==> config.mk <==
export PLATFORM = sky130hd
export DESIGN_NAME = puf_eval_ctrl_flat
export DESIGN_NICKNAME = d
export VERILOG_FILES = /design/src/rtl/puf_pkg.sv /design/src/rtl/puf_eval_ctrl_if.sv /design/src/rtl/puf_lfsr10.sv /design/src/rtl/puf_eval_ctrl.sv /design/src/flat_wrapper.sv
export SDC_FILE = /design/constraint.sdc
export NUM_CORES = 1
export LEC_CHECK = 0
export CAP_MARGIN = 0
export CORE_UTILIZATION = 44
export CTS_CLUSTER_DIAMETER = 150
export CTS_CLUSTER_SIZE = 28
export DETAILED_ROUTE_END_ITERATION = 7
export HOLD_SLACK_MARGIN = 0.1
export PLACE_DENSITY_LB_ADDON = 0.25
export SLEW_MARGIN = 5
export SYNTH_ARGS = -nofsm -noshare
export SYNTH_HDL_FRONTEND = slang
export SYNTH_SLANG_ARGS = --single-unit
==> constraint.sdc <==
create_clock -name clk -period 2.1 [get_ports clk]
set_clock_uncertainty 0.05 [all_clocks]
set_input_delay 0.42 -clock clk [delete_from_list [all_inputs] [get_ports clk]]
set_output_delay 0.42 -clock clk [all_outputs]
set_load 0.01 [all_outputs]
==> src/rtl/puf_pkg.sv <==
// Shared types and constants for the PUF evaluation controller.
package puf_pkg;

    localparam int unsigned CHAL_W = 10;
    localparam int unsigned RESP_W = 8;
    localparam int unsigned IDX_W  = 4;
    localparam int unsigned CNT_W  = 10;

    localparam int unsigned DEF_WINDOW_CYCLES = 255;
    localparam int unsigned DEF_CLEAR_CYCLES  = 2;
    localparam int unsigned DEF_SETTLE_CYCLES = 3;
    localparam int unsigned DEF_NUM_CHAL      = 16;

    // x^10 + x^7 + 1: feedback from bits 9 and 6
    localparam int unsigned LFSR_TAP_A = 9;
    localparam int unsigned LFSR_TAP_B = 6;

    // All-zero is the LFSR lock-up state, so a zero seed is replaced
    localparam logic [CHAL_W-1:0] SEED_ZERO_SUB = 10'h001;

    typedef enum logic [2:0] {
        ST_IDLE,
        ST_CLEAR,
        ST_MEASURE,
        ST_SETTLE,
        ST_CAPTURE,
        ST_OUTPUT
    } puf_state_e;

endpackage

==> src/rtl/puf_eval_ctrl_if.sv <==
// Response record channel with valid/ready handshake.
interface puf_eval_ctrl_if;

    logic                        resp_valid;
    logic                        resp_ready;
    logic [puf_pkg::RESP_W-1:0]  resp_data;
    logic [puf_pkg::CHAL_W-1:0]  resp_chal;
    logic [puf_pkg::IDX_W-1:0]   resp_idx;

    modport master (
        output resp_valid,
        output resp_data,
        output resp_chal,
        output resp_idx,
        input  resp_ready
    );

    modport slave (
        input  resp_valid,
        input  resp_data,
        input  resp_chal,
        input  resp_idx,
        output resp_ready
    );

endinterface

==> src/rtl/puf_lfsr10.sv <==
// 10-bit Fibonacci LFSR holding the current challenge.
module puf_lfsr10
    import puf_pkg::*;
(
    input  logic              clk,
    input  logic              reset,
    input  logic              load,
    input  logic [CHAL_W-1:0] load_val,
    input  logic              step,
    output logic [CHAL_W-1:0] q
);

    // Load has priority over step; reset clears to zero
    always_ff @(posedge clk) begin
        if (reset) begin
            q <= '0;
        end else if (load) begin
            q <= load_val;
        end else if (step) begin
            q <= {q[CHAL_W-2:0], q[LFSR_TAP_A] ^ q[LFSR_TAP_B]};
        end
    end

endmodule

==> src/rtl/puf_eval_ctrl.sv <==
// Sequences clear / measure / settle / capture for each challenge and
// hands the response records out over a valid/ready channel.
module puf_eval_ctrl #(
    parameter int unsigned WINDOW_CYCLES = puf_pkg::DEF_WINDOW_CYCLES,
    parameter int unsigned CLEAR_CYCLES  = puf_pkg::DEF_CLEAR_CYCLES,
    parameter int unsigned SETTLE_CYCLES = puf_pkg::DEF_SETTLE_CYCLES,
    parameter int unsigned NUM_CHAL      = puf_pkg::DEF_NUM_CHAL
) (
    input  logic                       clk,
    input  logic                       reset,
    input  logic                       start,
    input  logic                       abort,
    input  logic [puf_pkg::CHAL_W-1:0] seed,
    input  logic [puf_pkg::RESP_W-1:0] response,
    output logic                       puf_en,
    output logic                       puf_reset,
    output logic [puf_pkg::CHAL_W-1:0] challenge,
    output logic                       busy,
    output logic                       done,
    puf_eval_ctrl_if.master            resp_if
);

    import puf_pkg::*;

    localparam logic [CNT_W-1:0] CLR_LOAD = CNT_W'(CLEAR_CYCLES - 1);
    localparam logic [CNT_W-1:0] WIN_LOAD = CNT_W'(WINDOW_CYCLES - 1);
    localparam logic [CNT_W-1:0] SET_LOAD = CNT_W'(SETTLE_CYCLES - 1);
    localparam logic [IDX_W-1:0] LAST_IDX = IDX_W'(NUM_CHAL - 1);

    puf_state_e        state;
    logic [CNT_W-1:0]  cnt;
    logic [IDX_W-1:0]  idx;

    logic              handshake_c;
    logic              lfsr_load_c;
    logic              lfsr_step_c;
    logic [CHAL_W-1:0] lfsr_seed_c;

    // LFSR control: load on run start, step when advancing to the next challenge
    always_comb begin
        handshake_c = resp_if.resp_valid && resp_if.resp_ready;
        lfsr_load_c = (state == ST_IDLE) && start;
        lfsr_step_c = (state == ST_OUTPUT) && handshake_c && !abort && (idx != LAST_IDX);
        lfsr_seed_c = (seed == '0) ? SEED_ZERO_SUB : seed;
    end

    puf_lfsr10 u_lfsr (
        .clk      (clk),
        .reset    (reset),
        .load     (lfsr_load_c),
        .load_val (lfsr_seed_c),
        .step     (lfsr_step_c),
        .q        (challenge)
    );

    // Main FSM with per-state cycle counter and registered outputs
    always_ff @(posedge clk) begin
        if (reset) begin
            state              <= ST_IDLE;
            cnt                <= '0;
            idx                <= '0;
            puf_en             <= 1'b0;
            puf_reset          <= 1'b0;
            busy               <= 1'b0;
            done               <= 1'b0;
            resp_if.resp_valid <= 1'b0;
            resp_if.resp_data  <= '0;
            resp_if.resp_chal  <= '0;
            resp_if.resp_idx   <= '0;
        end else begin
            done <= 1'b0;
            if (abort && (state != ST_IDLE)) begin
                // Abort wins over everything except reset; a coinciding
                // handshake still completes because valid simply drops here
                state              <= ST_IDLE;
                puf_en             <= 1'b0;
                puf_reset          <= 1'b0;
                busy               <= 1'b0;
                resp_if.resp_valid <= 1'b0;
            end else begin
                unique case (state)
                    ST_IDLE: begin
                        if (start) begin
                            state     <= ST_CLEAR;
                            cnt       <= CLR_LOAD;
                            idx       <= '0;
                            puf_reset <= 1'b1;
                            busy      <= 1'b1;
                        end
                    end
                    ST_CLEAR: begin
                        if (cnt == '0) begin
                            state     <= ST_MEASURE;
                            cnt       <= WIN_LOAD;
                            puf_reset <= 1'b0;
                            puf_en    <= 1'b1;
                        end else begin
                            cnt <= cnt - CNT_W'(1);
                        end
                    end
                    ST_MEASURE: begin
                        if (cnt == '0) begin
                            state  <= ST_SETTLE;
                            cnt    <= SET_LOAD;
                            puf_en <= 1'b0;
                        end else begin
                            cnt <= cnt - CNT_W'(1);
                        end
                    end
                    ST_SETTLE: begin
                        if (cnt == '0) begin
                            state <= ST_CAPTURE;
                        end else begin
                            cnt <= cnt - CNT_W'(1);
                        end
                    end
                    ST_CAPTURE: begin
                        state              <= ST_OUTPUT;
                        resp_if.resp_data  <= response;
                        resp_if.resp_chal  <= challenge;
                        resp_if.resp_idx   <= idx;
                        resp_if.resp_valid <= 1'b1;
                    end
                    ST_OUTPUT: begin
                        if (handshake_c) begin
                            resp_if.resp_valid <= 1'b0;
                            if (idx == LAST_IDX) begin
                                state <= ST_IDLE;
                                done  <= 1'b1;
                                busy  <= 1'b0;
                            end else begin
                                state     <= ST_CLEAR;
                                cnt       <= CLR_LOAD;
                                idx       <= idx + IDX_W'(1);
                                puf_reset <= 1'b1;
                            end
                        end
                    end
                    default: begin
                        state <= ST_IDLE;
                    end
                endcase
            end
        end
    end

endmodule

==> src/flat_wrapper.sv <==
// flat-port wrapper written by rule: the top's interface ports become plain ports
module puf_eval_ctrl_flat import puf_pkg::*;
#(
    parameter int unsigned WINDOW_CYCLES = puf_pkg::DEF_WINDOW_CYCLES,
    parameter int unsigned CLEAR_CYCLES  = puf_pkg::DEF_CLEAR_CYCLES,
    parameter int unsigned SETTLE_CYCLES = puf_pkg::DEF_SETTLE_CYCLES,
    parameter int unsigned NUM_CHAL      = puf_pkg::DEF_NUM_CHAL
)
  (clk, reset, start, abort, seed, response, puf_en, puf_reset, challenge, busy, done, resp_if_resp_valid, resp_if_resp_data, resp_if_resp_chal, resp_if_resp_idx, resp_if_resp_ready);
  puf_eval_ctrl_if resp_if_i ();
  input  logic clk;
  input  logic reset;
  input  logic start;
  input  logic abort;
  input  logic [puf_pkg::CHAL_W-1:0] seed;
  input  logic [puf_pkg::RESP_W-1:0] response;
  output logic puf_en;
  output logic puf_reset;
  output logic [puf_pkg::CHAL_W-1:0] challenge;
  output logic busy;
  output logic done;
  output wire logic [$bits(resp_if_i.resp_valid)-1:0] resp_if_resp_valid;
  output wire logic [$bits(resp_if_i.resp_data)-1:0] resp_if_resp_data;
  output wire logic [$bits(resp_if_i.resp_chal)-1:0] resp_if_resp_chal;
  output wire logic [$bits(resp_if_i.resp_idx)-1:0] resp_if_resp_idx;
  input wire logic [$bits(resp_if_i.resp_ready)-1:0] resp_if_resp_ready;
  assign resp_if_resp_valid = resp_if_i.resp_valid;
  assign resp_if_resp_data = resp_if_i.resp_data;
  assign resp_if_resp_chal = resp_if_i.resp_chal;
  assign resp_if_resp_idx = resp_if_i.resp_idx;
  assign resp_if_i.resp_ready = resp_if_resp_ready;
  puf_eval_ctrl #(.WINDOW_CYCLES(WINDOW_CYCLES), .CLEAR_CYCLES(CLEAR_CYCLES), .SETTLE_CYCLES(SETTLE_CYCLES), .NUM_CHAL(NUM_CHAL)) u_core (.clk(clk), .reset(reset), .start(start), .abort(abort), .seed(seed), .response(response), .puf_en(puf_en), .puf_reset(puf_reset), .challenge(challenge), .busy(busy), .done(done), .resp_if(resp_if_i));
endmodule
==> flow_metrics.env <==
export IMPL_die_y_um=77.04
export IMPL_n_antenna_cell=0
export IMPL_postLayoutCellArea_um2=3503
export IMPL_drcViolationCount=0
export IMPL_wl_met2_um=3039
export IMPL_syn_num_nets=329
export IMPL_most_common_layout_cells="clkdlybuf4s50_1 (58), nand2_1 (56), dfxtp_1 (52), a21oi_1 (29), buf_4 (29)"
export IMPL_dieArea_um2=5934
export IMPL_drv_slew=0
export IMPL_synth_fa_ha_area_share_pct=1.010
export IMPL_outcome="complete, no violations"
export IMPL_leakage_nw=1.236
export IMPL_cap_viol_max_count=0
export IMPL_worst_pin_slew_ns=0.3736
export IMPL_ff2ff_setup_slack_ns=0.06
export IMPL_crit_start="u_core.idx[1]$_SDFFE_PP0P_"
export IMPL_fin_crit_sh_pct=97.27
export IMPL_clock_root_buffer="clkbuf_8"
export IMPL_setup_tns_final_ns=0
export IMPL_drive_gt1_share_pct=15.71
export IMPL_hp_class="flop to flop"
export IMPL_initial_utilization_pct=47.01
export IMPL_place_hpwl_um=4456
export IMPL_yosysTopAreaCell="dfxtp_1"
export IMPL_synth_edff_count=0
export IMPL_slew_headroom_pct=75.06
export IMPL_grt_overflow_total=0
export IMPL_synth_area_mux_share_pct=4.141
export IMPL_synth_top_family_by_area="simple AND/OR/NAND/NOR gates"
export IMPL_rr_worst_depth=6
export IMPL_synth_simple_gate_area_share_pct=26.87
export IMPL_n_fill_cell=465
export IMPL_ctsHoldBuffers=0
export IMPL_synth_top_area_share_pct=43.64
export IMPL_drt_wl_total_um=6480
export IMPL_finalSetupViolations=0
export IMPL_ys_seq_area_share_pct=43.64
export IMPL_h_tree_depth=2
export IMPL_power_density_nw_per_um2=1227
export IMPL_reg2reg_from="u_core.idx[1]$_SDFFE_PP0P_"
export IMPL_cts_tree="done"
export IMPL_drt_pass1_iterations=4
export IMPL_min_path_cells=2
export IMPL_die_x_um=77.04
export IMPL_whs_ns=0.4104
export IMPL_place_ws_ns=-0.5263
export IMPL_netlist_instances=304
export IMPL_synth_seq_cells=54
export IMPL_hold_viol=0
export IMPL_cp_arrival_ns=2.26
export IMPL_antenna_found_initial=0
export IMPL_drt_iter0_drc=219
export IMPL_synth_compound_area_share_pct=18.79
export IMPL_grt_pass1_vias=2390
export IMPL_clkLatencyLatePin_ns=0.32
export IMPL_wl_met3_um=413
export IMPL_rows=26
export IMPL_max_vdd_ir_drop_uv=750.0
export IMPL_synthXorXnorAreaFrac_pct=1.768
export IMPL_worst_slack_ns=0.05733
export IMPL_cts_buffers=5
export IMPL_async_flop_share_pct=0
export IMPL_synth_cell_area_um2=2477
export IMPL_fmax_ghz=0.4896
export IMPL_area_growth_pct=41.41
export IMPL_ys_warn_count=0
export IMPL_endpoint_kind="flop"
export IMPL_fin_crit_ns=2.043
export IMPL_clk_path_buf_depth=2
export IMPL_synthFlopType="dfxtp_1"
export IMPL_ios=60
export IMPL_critPathLaunchType="flop"
export IMPL_gpl_final_weighted_congestion=0.8700
export IMPL_viasPerCell=5.513
export IMPL_wire_per_inst_um=14.34
export IMPL_coreArea_um2=5270
export IMPL_avgSynthCellArea_um2=8.149
export IMPL_clk_pin_slew_ns=0.11
export IMPL_grt_max_degree=37
export IMPL_highest_layer="met4"
export IMPL_ant_nets=0
export IMPL_rsz0062_at_grt="false"
export IMPL_wl_met1_um=2897
export IMPL_place_port_buffers=59
export IMPL_final_util_pct=66.48
export IMPL_required_ns=2.31
export IMPL_place_area_um2=3313
export IMPL_grt_first_pass_wirelength_um=11000
export IMPL_r2r_end="u_core.cnt[4]$_SDFFE_PP0P_"
export IMPL_finalNetCount=406
export IMPL_path_class="flop to flop"
export IMPL_cp_endpoint="u_core.cnt[4]$_SDFFE_PP0P_"
export IMPL_synth_cell_types=46
export IMPL_layout_commonest_cell="clkdlybuf4s50_1"
export IMPL_synthTopCellsByArea="dfxtp_1 (44%), nand2_1 (8.5%), a21oi_1 (6.3%)"
export IMPL_num_vias=2492
export IMPL_crit_fanout=8
export IMPL_grt_total_usage_pct=22.62
export IMPL_cts_sinks=54
## cell families (layout without fill, tap and decap cells)
| group | after synthesis | after routing |
|---|---|---|
| xor gates and xnor gates | 5 | 5 |
| buffers and inverters | 24 | 102 |
| DFF | 54 | 54 |
| muxes | 10 | 10 |
| adders and majority gates | 2 | 2 |
| and+or+nand+nor | 138 | 138 |
| AOI/OAI and AO/OA | 71 | 71 |
## Yosys cell counts (all sizes together) (2+ instances only)
cell and n:
a211oi 7, a21oi 31, a221oi 2, a31oi 2, and2 3, and3 2
buf 4, clkbuf 15, dfxtp 54, ha 2, inv 5, mux2 2
mux2i 8, nand2 56, nand2b 3, nand3 4, nand4 7, nor2 27
nor2b 2, nor3 17, nor4 5, o21ai 8, o21bai 2, o311ai 5
o31ai 5, or2 2, or3 4, or4 4, xnor2 2, xor2 3
## report_power, final
group / switching (W) / internal [W] / leakage (nW)
logic: 0.00110 / 0.00106 / 0.737
clock network: 0.000373 / 0.000362 / 0.0587
registers: 0.000201 / 0.00120 / 0.440
## worst max-delay path, cell delays in order (launching register included)
cell     delay, ns
dfxtp_1       0.35
ha_4          0.16
and3_4        0.17
or2_4         0.23
o311a_4       0.35
or4_1         0.54
a21oi_2       0.13
## registers in the layout, indices dropped and copies added (netlist names)
name / count
u_core.cnt: 10
u_core.resp_if.resp_chal: 10
u_core.u_lfsr.q: 10
u_core.resp_if.resp_data: 8
u_core.idx: 4
u_core.resp_if.resp_idx: 4
u_core.state: 3
u_core.busy: 1
u_core.done: 1
u_core.puf_en: 1
u_core.puf_reset: 1
u_core.resp_if.resp_valid: 1
## stage by stage
stage / std cells / power (W)
2_1_floorplan: 304 / 0.002620
3_3_place_gp: 441 / 0.003370
3_5_place_dp: 441 / 0.003401
4_1_cts: 451 / 0.004198
5_1_grt: 452 / 0.004601
6_report: 452 / 0.004300
## what timing repair did
action / CTS / global route
buffers inserted: 2 / 1
pin swaps: 1 / 0
resized for setup: 4 / 9
setup endpoints to repair: 6 / 5
## layer usage
layer | global-route usage (%) | up-vias
li1 | - | 1246
met1 | 28.60 | 1145
met2 | 37.50 | 88
met3 | 5.595 | 13
met4 | 7.547 | 0
met5 | 0 | -
## how the worst min path moves through the flow
stage / startpoint / to / slack (ns)
after floorplan: u_core.idx[3]$_SDFFE_PP0P_ / u_core.resp_if.resp_idx[3]$_SDFFE_PP0P_ / 0.41
after global placement: u_core.resp_if.resp_chal[2]$_SDFFE_PP0P_ / u_core.resp_if.resp_chal[2]$_SDFFE_PP0P_ / 0.39
after detailed placement: u_core.resp_if.resp_chal[5]$_SDFFE_PP0P_ / u_core.resp_if.resp_chal[5]$_SDFFE_PP0P_ / 0.40
final: u_core.resp_if.resp_chal[5]$_SDFFE_PP0P_ / u_core.resp_if.resp_chal[5]$_SDFFE_PP0P_ / 0.41
after global routing: u_core.resp_if.resp_chal[0]$_SDFFE_PP0P_ / u_core.resp_if.resp_chal[0]$_SDFFE_PP0P_ / 0.44
after CTS: u_core.resp_if.resp_chal[5]$_SDFFE_PP0P_ / u_core.resp_if.resp_chal[5]$_SDFFE_PP0P_ / 0.41
## area by class of cell
class / count / area, um2 / area share, %
Clock inverter: 3 / 47.55 / 1.357
Clock buffer: 5 / 68.82 / 1.964
Tap cell: 70 / 87.58 / 2.500
Multi-Input combinational cell: 226 / 1370 / 39.11
Timing Repair Buffer: 89 / 827.0 / 23.61
Sequential cell: 54 / 1084 / 30.93
Inverter: 5 / 18.77 / 0.5357
Note: power is estimated with default switching activity, not from simulation.
